**config.mk**
```make
export PLATFORM = sky130hd
export DESIGN_NAME = unidad_carga_almacen
export DESIGN_NICKNAME = d
export VERILOG_FILES = /design/src/rtl/unidad_carga_almacen_pkg.sv /design/src/rtl/unidad_carga_almacen_alineador.sv /design/src/rtl/unidad_carga_almacen.sv
export SDC_FILE = /design/constraint.sdc
export NUM_CORES = 1
export LEC_CHECK = 0
export ABC_AREA = 0
export BUFFER_PORTS_ARGS = -buffer_cell sky130_fd_sc_hd__buf_2
export CAP_MARGIN = 40
export CORE_AREA = 2 2 157 159
export CTS_BUF_LIST = sky130_fd_sc_hd__clkbuf_8
export CTS_CLUSTER_SIZE = 25
export DETAILED_ROUTE_END_ITERATION = 16
export DIE_AREA = 0 0 159 161
export GPL_ROUTABILITY_DRIVEN = 0
export PLACE_DENSITY = 0.5
export SKIP_CTS_REPAIR_TIMING = 1
export SYNTH_ARGS = -nofsm -noshare
export SYNTH_HDL_FRONTEND = slang
export SYNTH_SLANG_ARGS = --single-unit
```
**constraint.sdc**
```tcl
create_clock -name clk -period 2.4 [get_ports clk]
set_input_delay 0.24 -clock clk [delete_from_list [all_inputs] [get_ports clk]]
set_output_delay 0.24 -clock clk [all_outputs]
set_load 0.02 [all_outputs]
```
**src/rtl/unidad_carga_almacen_pkg.sv**
```systemverilog
// Shared constants for the load/store unit: access size codes and FSM state encoding.
package paquete_mem;

    localparam logic [1:0] TAM_BYTE    = 2'b00;
    localparam logic [1:0] TAM_MEDIA   = 2'b01;
    localparam logic [1:0] TAM_PALABRA = 2'b10;

    typedef enum logic [2:0] {
        IDLE = 3'd0,
        LEER = 3'd1,
        CAPT = 3'd2,
        ESCR = 3'd3,
        RESP = 3'd4
    } estado_t;

endpackage

```
**src/rtl/unidad_carga_almacen_alineador.sv**
```systemverilog
// Lane logic: extracts/extends load lanes, merges sub-word store data into a read word,
// and flags misaligned or illegal access sizes.
module alineador_bytes
    import paquete_mem::*;
(
    input  logic [1:0]  desp,
    input  logic [1:0]  tam,
    input  logic        sign,
    input  logic [31:0] leido,
    input  logic [31:0] dato,
    output logic [31:0] carga,
    output logic [31:0] fusion,
    output logic        desalineado
);

    logic [7:0]  byte_sel;
    logic [15:0] media_sel;
    logic [31:0] dato_rep;
    logic [3:0]  carril;

    always_comb begin
        byte_sel    = leido[{desp, 3'b000} +: 8];
        media_sel   = desp[1] ? leido[31:16] : leido[15:0];
        carga       = leido;
        dato_rep    = dato;
        desalineado = 1'b0;
        case (tam)
            TAM_BYTE: begin
                carga    = {{24{sign & byte_sel[7]}}, byte_sel};
                dato_rep = {4{dato[7:0]}};
            end
            TAM_MEDIA: begin
                carga       = {{16{sign & media_sel[15]}}, media_sel};
                dato_rep    = {2{dato[15:0]}};
                desalineado = desp[0];
            end
            TAM_PALABRA: desalineado = (desp != 2'b00);
            default:     desalineado = 1'b1;
        endcase
    end

    // Store data is replicated across lanes, so each lane only chooses new vs. preserved byte.
    genvar gi;
    generate
        for (gi = 0; gi < 4; gi++) begin : g_carril
            localparam logic [1:0] CARRIL = 2'(gi);
            assign carril[gi] = (tam == TAM_PALABRA)
                              | ((tam == TAM_BYTE)  & (desp == CARRIL))
                              | ((tam == TAM_MEDIA) & (desp[1] == CARRIL[1]));
            assign fusion[8*gi+7:8*gi] = carril[gi] ? dato_rep[8*gi+7:8*gi] : leido[8*gi+7:8*gi];
        end
    endgenerate

endmodule

```
**src/rtl/unidad_carga_almacen.sv**
```systemverilog
// Load/store initiator for memoria_datos: byte/half/word requests, read-modify-write for
// sub-word stores, sign/zero-extended loads, one-cycle response pulse.
module unidad_carga_almacen
    import paquete_mem::*;
#(
    parameter int ANCHO_DIRM = 8
) (
    input  logic                  clk,
    input  logic                  rst_n,
    input  logic                  req_valid,
    output logic                  req_ready,
    input  logic                  req_escr,
    input  logic [1:0]            req_tam,
    input  logic                  req_sign,
    input  logic [ANCHO_DIRM+1:0] req_direc,
    input  logic [31:0]           req_dato,
    output logic                  resp_valid,
    output logic [31:0]           resp_dato,
    output logic                  resp_err,
    output logic                  EscrMem,
    output logic                  LeerMem,
    output logic [ANCHO_DIRM-1:0] Direc,
    output logic [31:0]           Datain,
    input  logic [31:0]           Dataout
);

    estado_t               estado_reg, estado_next;
    logic                  escr_reg, sign_reg, resp_err_reg;
    logic [1:0]            tam_reg;
    logic [ANCHO_DIRM+1:0] direc_reg;
    logic [31:0]           dato_reg, datain_reg, resp_dato_reg;

    logic        aceptar, libre;
    logic [1:0]  al_desp, al_tam;
    logic        al_sign;
    logic [31:0] carga, fusion;
    logic        desalineado;

    assign libre   = (estado_reg == IDLE);
    assign aceptar = req_valid & req_ready;

    // While idle the aligner judges the incoming request; afterwards it works on the latched one.
    always_comb begin
        al_desp = libre ? req_direc[1:0] : direc_reg[1:0];
        al_tam  = libre ? req_tam        : tam_reg;
        al_sign = libre ? req_sign       : sign_reg;
    end

    alineador_bytes u_alineador (
        .desp        (al_desp),
        .tam         (al_tam),
        .sign        (al_sign),
        .leido       (Dataout),
        .dato        (dato_reg),
        .carga       (carga),
        .fusion      (fusion),
        .desalineado (desalineado)
    );

    always_ff @(posedge clk) begin
        if (!rst_n) estado_reg <= IDLE;
        else        estado_reg <= estado_next;
    end

    always_comb begin
        estado_next = estado_reg;
        case (estado_reg)
            IDLE: if (aceptar) begin
                if (desalineado)                             estado_next = RESP;
                else if (req_escr && req_tam == TAM_PALABRA) estado_next = ESCR;
                else                                         estado_next = LEER;
            end
            LEER:    estado_next = CAPT;
            CAPT:    estado_next = escr_reg ? ESCR : RESP;
            ESCR:    estado_next = RESP;
            RESP:    estado_next = IDLE;
            default: estado_next = IDLE;
        endcase
    end

    always_comb begin
        req_ready  = libre & rst_n;
        LeerMem    = ((estado_reg == LEER) | (estado_reg == CAPT)) & rst_n;
        EscrMem    = (estado_reg == ESCR) & rst_n;
        resp_valid = (estado_reg == RESP);
    end

    always_ff @(posedge clk) begin
        if (!rst_n) begin
            escr_reg      <= 1'b0;
            sign_reg      <= 1'b0;
            tam_reg       <= 2'b00;
            direc_reg     <= '0;
            dato_reg      <= '0;
            datain_reg    <= '0;
            resp_dato_reg <= '0;
            resp_err_reg  <= 1'b0;
        end else begin
            if (aceptar) begin
                escr_reg  <= req_escr;
                sign_reg  <= req_sign;
                tam_reg   <= req_tam;
                direc_reg <= req_direc;
                dato_reg  <= req_dato;
                if (req_escr && req_tam == TAM_PALABRA) datain_reg <= req_dato;
                if (desalineado) begin
                    resp_dato_reg <= '0;
                    resp_err_reg  <= 1'b1;
                end
            end
            if (estado_reg == CAPT) begin
                if (escr_reg) begin
                    datain_reg <= fusion;
                end else begin
                    resp_dato_reg <= carga;
                    resp_err_reg  <= 1'b0;
                end
            end
            if (estado_reg == ESCR) begin
                resp_dato_reg <= '0;
                resp_err_reg  <= 1'b0;
            end
        end
    end

    assign Direc     = direc_reg[ANCHO_DIRM+1:2];
    assign Datain    = datain_reg;
    assign resp_dato = resp_dato_reg;
    assign resp_err  = resp_err_reg;

endmodule
```
; Yosys cells after proc, flatten, opt, wreduce, memory -nomap -nowiden
; Cells that the tools add are included.
[totals]
rom_bits = 0
latch_bits = 0
ram_bits = 0
output_inout_bits = 77
ff_bits = 114
mem_count = 0
in_bits = 81
word_cells = 78
[op_classes]
n_div = 0
shift = 1
bitwise = 23
mux = 28
eq_ne = 11
add_sub_neg = 0
n_mul = 0
n_lt_le_gt_ge = 0
reduce_logical = 6
[op_table]
columns = cell, n
row1 = 32-bit 2-to-1 mux, 8
row2 = 32-bit one-hot mux with 2 select lines, 2
row3 = 8-bit 2-to-1 mux, 4
row4 = 32-bit by 6-bit indexed part select with 8-bit output, 1
row5 = 16-bit 2-to-1 mux, 1
row6 = 1-bit AND, 12
row7 = 3-bit one-hot mux with 4 select lines, 1
row8 = 3-bit 2-to-1 mux, 3
row9 = 1-bit bitwise OR, 9
row10 = 2-bit equality test (second input constant), 4
row11 = 3-bit by 2-bit equality test with 1-bit output (second input constant), 2
row12 = 2-bit 2-to-1 mux, 3
row13 = 1-bit 2-to-1 mux, 5
row14 = 2-bit by 1-bit equality test with 1-bit output (second input constant), 2
row15 = 2-bit logical NOT, 2
row16 = 3-bit by 1-bit equality test with 1-bit output (second input constant), 1
row17 = 3-bit equality test (second input constant), 1
row18 = 3-bit logical NOT, 1
row19 = 1-bit one-hot mux with 3 select lines, 1
row20 = 2-bit inequality test (second input constant), 1
row21 = 1-bit NOT, 2
row22 = 2-bit nonzero test, 1
row23 = 2-bit OR reduction, 1
row24 = 1-bit logical AND, 1

; Depth between registers and ports, before layout
[depth]
depth_word = 9
depth_mapped = 9

; Cells and area by module
; Synthesis repeated with hierarchy kept, for this count alone.
[unflattened]
hier_cells = 807
area_unflattened_um2 = 6508.7
[by_module_without_submodules]
columns = mod, area_per_inst_um2, cells_each, instances
row1 = unidad_carga_almacen, 4951.0, 587, 1
row2 = alineador_bytes, 1557.7, 220, 1

; Worst setup path before layout
; OpenSTA, ideal clock, no wires.
[synth_timing]
kind = register -> register
from = register estado_reg[0]
to = register datain_reg[29] (netlist: Datain[29])
stages_incl_launch_ff = 8
setup_time_ns = 0.119
path_buffers = 2
arrival_ns = 2.141
synth_period_minus_slack_ns = 2.260
path_slack_ns = 0.140
cell_sequence = dfxtp_1 -> buf_4 -> nor4b_2 -> nand3_1 -> buf_1 -> mux2_2 -> o21ai_0 -> a21oi_1
[synth_between]
elab_cells_between_ends = 19
[synth_rtl]
columns = element, line
row1 = start: declaration, unidad_carga_almacen.sv:27  ; estado_t estado_reg, estado_next;
row2 = start signal: assignment, unidad_carga_almacen.sv:62  ; else estado_reg <= estado_next;
row3 = 3-bit logical NOT *, unidad_carga_almacen.sv:39  ; assign libre = (estado_reg == IDLE);
row4 = 1-bit AND *, unidad_carga_almacen.sv:82  ; req_ready = libre & rst_n;
row5 = via req_ready, unidad_carga_almacen.sv:11  ; output logic req_ready,
row6 = 1-bit AND *, unidad_carga_almacen.sv:40  ; assign aceptar = req_valid & req_ready;
row7 = 32-bit 2-to-1 mux *, unidad_carga_almacen.sv:99  ; if (aceptar) begin
row8 = 32-bit 2-to-1 mux, unidad_carga_almacen.sv:112  ; if (escr_reg) begin
row9 = 32-bit 2-to-1 mux *, unidad_carga_almacen.sv:111  ; if (estado_reg == CAPT) begin
row10 = end signal: assignment, unidad_carga_almacen.sv:105  ; if (req_escr && req_tam == TAM_PALABRA) datain_reg <= req_dato;
row11 = end signal: assignment, unidad_carga_almacen.sv:113  ; datain_reg <= fusion;
row12 = end: declaration, unidad_carga_almacen.sv:31  ; logic [31:0] dato_reg, datain_reg, resp_dato_reg;
; Mark *: on every way through the listed nets, which the timed path passes. The rest lies on a longest branch.
; A chain may end at the register's enable or synchronous reset.

; Worst setup path in the final report
[layout_timing]
from = register estado_reg[2]
to = register resp_dato_reg[1] (netlist: resp_dato[1])
[layout_between]
elab_chain_len = 8
elab_cells_between_ends = 20
[layout_lines]
columns = element, line
row1 = "parallel branches: the longest is 8 deep, another holds 32-bit by 6-bit indexed part select with 8-bit output", --
row2 = end signal: assignment, unidad_carga_almacen.sv:115  ; resp_dato_reg <= carga;
row3 = end: declaration, unidad_carga_almacen.sv:31
; Several ways; the timed one is not identified.

==> impl_metrics.csv <==
group,metric,value,unit
logic_synthesis,yosysWarnings,0,
setup_path,crit_path_end_kind,"flip-flop",
global_routing,antenna_found_initial,0,
logic_synthesis,ys_ff_latch,114,
drt,viasPerCell,4.99,
floorplan,die_w,159,um
drt,firstDrtPassIters,7,
setup_path,crit_type,"reg2reg",
drt,wl,24.4,mm
sta,setup_slack,0.152,ns
final_layout,stdcell_count,1247,
pwr,peakVddDrop,302,uV
setup_path,start_kind,"flip-flop",
sta,max_slew_margin,43.1,%
pwr,p_leak,3.67,nW
sta,setup_tns,0,ns
drt,drtIter0Drc,621,
floorplan,die_height,161,um
sta,clock_skew,0.0165,ns
setup_path,required,2.79,ns
final_layout,nNetsFinal,991,
setup_path,r2r_start,"estado_reg[2]",
clocking,clkLatencyLatePin,0.46,ns
floorplan,core_region_area,24000,um2
clocking,clk_pin_slew_worst_paths,0.08,ns
floorplan,die-area,25600,um2
sta,post-route-min-period,2.25,ns
global_routing,grt_pass1_wl,36.8,mm
sta,hold_viol_final,4,
logic_synthesis,synthFlopType,"dfxtp_1",
logic_synthesis,synth_top_area_share,37.5,%
final_layout,postLayoutCoreUtil,33.1,%
final_layout,area_growth,30.4,%
logic_synthesis,yosysTopAreaCell,"dfxtp_1",
final_layout,drive_above_1_share,31.1,%
worst_hold_path,min_path_type,"in2reg",
drt,drc,0,
run_status,violations,"negative hold slack",
sta,fin_crit_sh,93.7,%
clocking,cts.sinks,114,
worst_hold_path,min_from,"req_direc[2]",
sta,max_freq,0.445,GHz
sta,grt_setup_unrepaired,"no",
placement,dp_cells,1196,
global_routing,grt_pass1_vias,6045,
logic_synthesis,netlist_area,6090,um2
global_routing,grt_max_degree,57,
setup_path,cp-startpoint,"estado_reg[2]",
logic_synthesis,avgSynthCellArea,8.23,um2
logic_synthesis,syn_nets,821,
logic_synthesis,ys_seq_area_share,37.5,%
logic_synthesis,async_flop_share,0,%
floorplan,initial_core_util,25.4,%
drt,wl_per_cell,19.6,um
clocking,htreeDepth,4,
placement,dp_slack,0.216,ns
placement,io_buffers,157,
clocking,numCtsBuffers,17,
setup_path,cp.arrival,2.64,ns
run_status,status,"finished with violations",
setup_path,crit_fanout,12,
flow_run,cap_violations,0,
clocking,clockBufferDepth,2,
sta,slew_viol_final,0,
global_routing,grt.total_usage,18.6,%
global_routing,grt-ovfl-total,0,
clocking,cts_tree,"done",
sta,setup_viol,0,
floorplan,io_pins,158,
drt,antenna_left,0,
floorplan,rows,57,
sta,hold_ws,-0.0218,ns
logic_synthesis,synth_edf_count,0,
drt,vias,6217,
final_layout,diodes,0,
placement,hpwl,17.3,mm
pwr,power_density,652,nW/um2
sta,max_slew.worst_pin.slew,0.851,ns
logic_synthesis,yosys.cell_types.count,57,
clocking,cts_root_buf,"clkbuf_8",
logic_synthesis,yosys-top-cells-area,"dfxtp_1, nand2_1, mux2_2, mux2i_1, o21ai_0",
logic_synthesis,syn_inst,740,
worst paths after layout:
path	slack (ns)	depth (start not counted)	end
min	-0.02	3	direc_reg[2]
max reg2reg	0.15	6	resp_dato[1]
max	0.15	6	resp_dato[1]
min reg2reg	0.45	2	direc_reg[5]
layer usage:
layer / wire (um) / GRT usage, % / share of wire [%]
met3: 1850 / 4.75 / 7.6
met2: 10800 / 28.5 / 44
met1: 11300 / 25.5 / 46
met5: 0 / 0 / 0
met4: 480 / 6.49 / 2.0
worst max-delay path, cell delays in order (launching register included):
cell	delay (ns)
dfxtp_1	0.34
buf_4	0.19
o31a_1	0.33
nor2_1	0.66
mux2i_1	0.20
a221o_1	0.32
a21oi_1	0.15
kinds of logic after synthesis:
logic type             count (synthesis)  share of synthesized area [%]
AO/OA/AOI/OAI                        215                           24.5
flip-flops                           114                           37.5
multiplexers                          70                           12.3
buffers and inverters                 69                           5.43
AND/OR/NAND/NOR                      272                           20.3
through the flow:
step / cell area, um2 / power [mW]
4_1_cts: 7750 / 5.20
3_5_place_dp: 7340 / 3.26
2_1_floorplan: 6090 / 2.80
5_1_grt: 7940 / 5.42
6_report: 7940 / 5.17
3_3_place_gp: 7340 / 3.26
placed cells by master (no fill, tap or decap), types with 4 or more instances in the layout:
cell type      instances
buf_2                157
nand2_1              142
dfxtp_1              114
o21ai_0               62
a21oi_1               60
nor2_1                44
buf_4                 38
nand3_1               36
mux2i_1               35
mux2_2                34
clkbuf_8              19
dlygate4sd3_1         19
a221oi_1              15
or3_1                 10
a32oi_1                9
o211a_1                8
a221o_1                8
a21boi_0               8
a311o_1                8
nand4_1                8
o221ai_1               8
nor2b_1                6
clkinv_4               5
nand3b_1               4
o211ai_1               4
buf_12                 4
final cells by class:
type | count | area [um2]
multi-input combinational | 557 | 3490
sequential | 114 | 2280
timing repair buffer | 218 | 1340
clock inverter | 13 | 150
inverter | 2 | 7.51
tap | 324 | 405
clock buffer | 19 | 262
fill | 2623 | 16000
synth_stat cells (all sizes together) (9+ instances only):
master,instances
mux2,34
clkbuf,33
a21oi,62
a32oi,9
dfxtp,114
nand2,142
nand3,38
o21ai,62
or3,10
nor2,45
a221oi,16
buf,34
mux2i,36
power by group:
group | internal [mW] | leakage (nW) | switching (mW)
combinational | 0.465 | 2.54 | 0.716
clock | 0.992 | 0.203 | 0.935
sequential | 1.99 | 0.928 | 0.0798
Note: power is estimated with default switching activity, not from simulation.
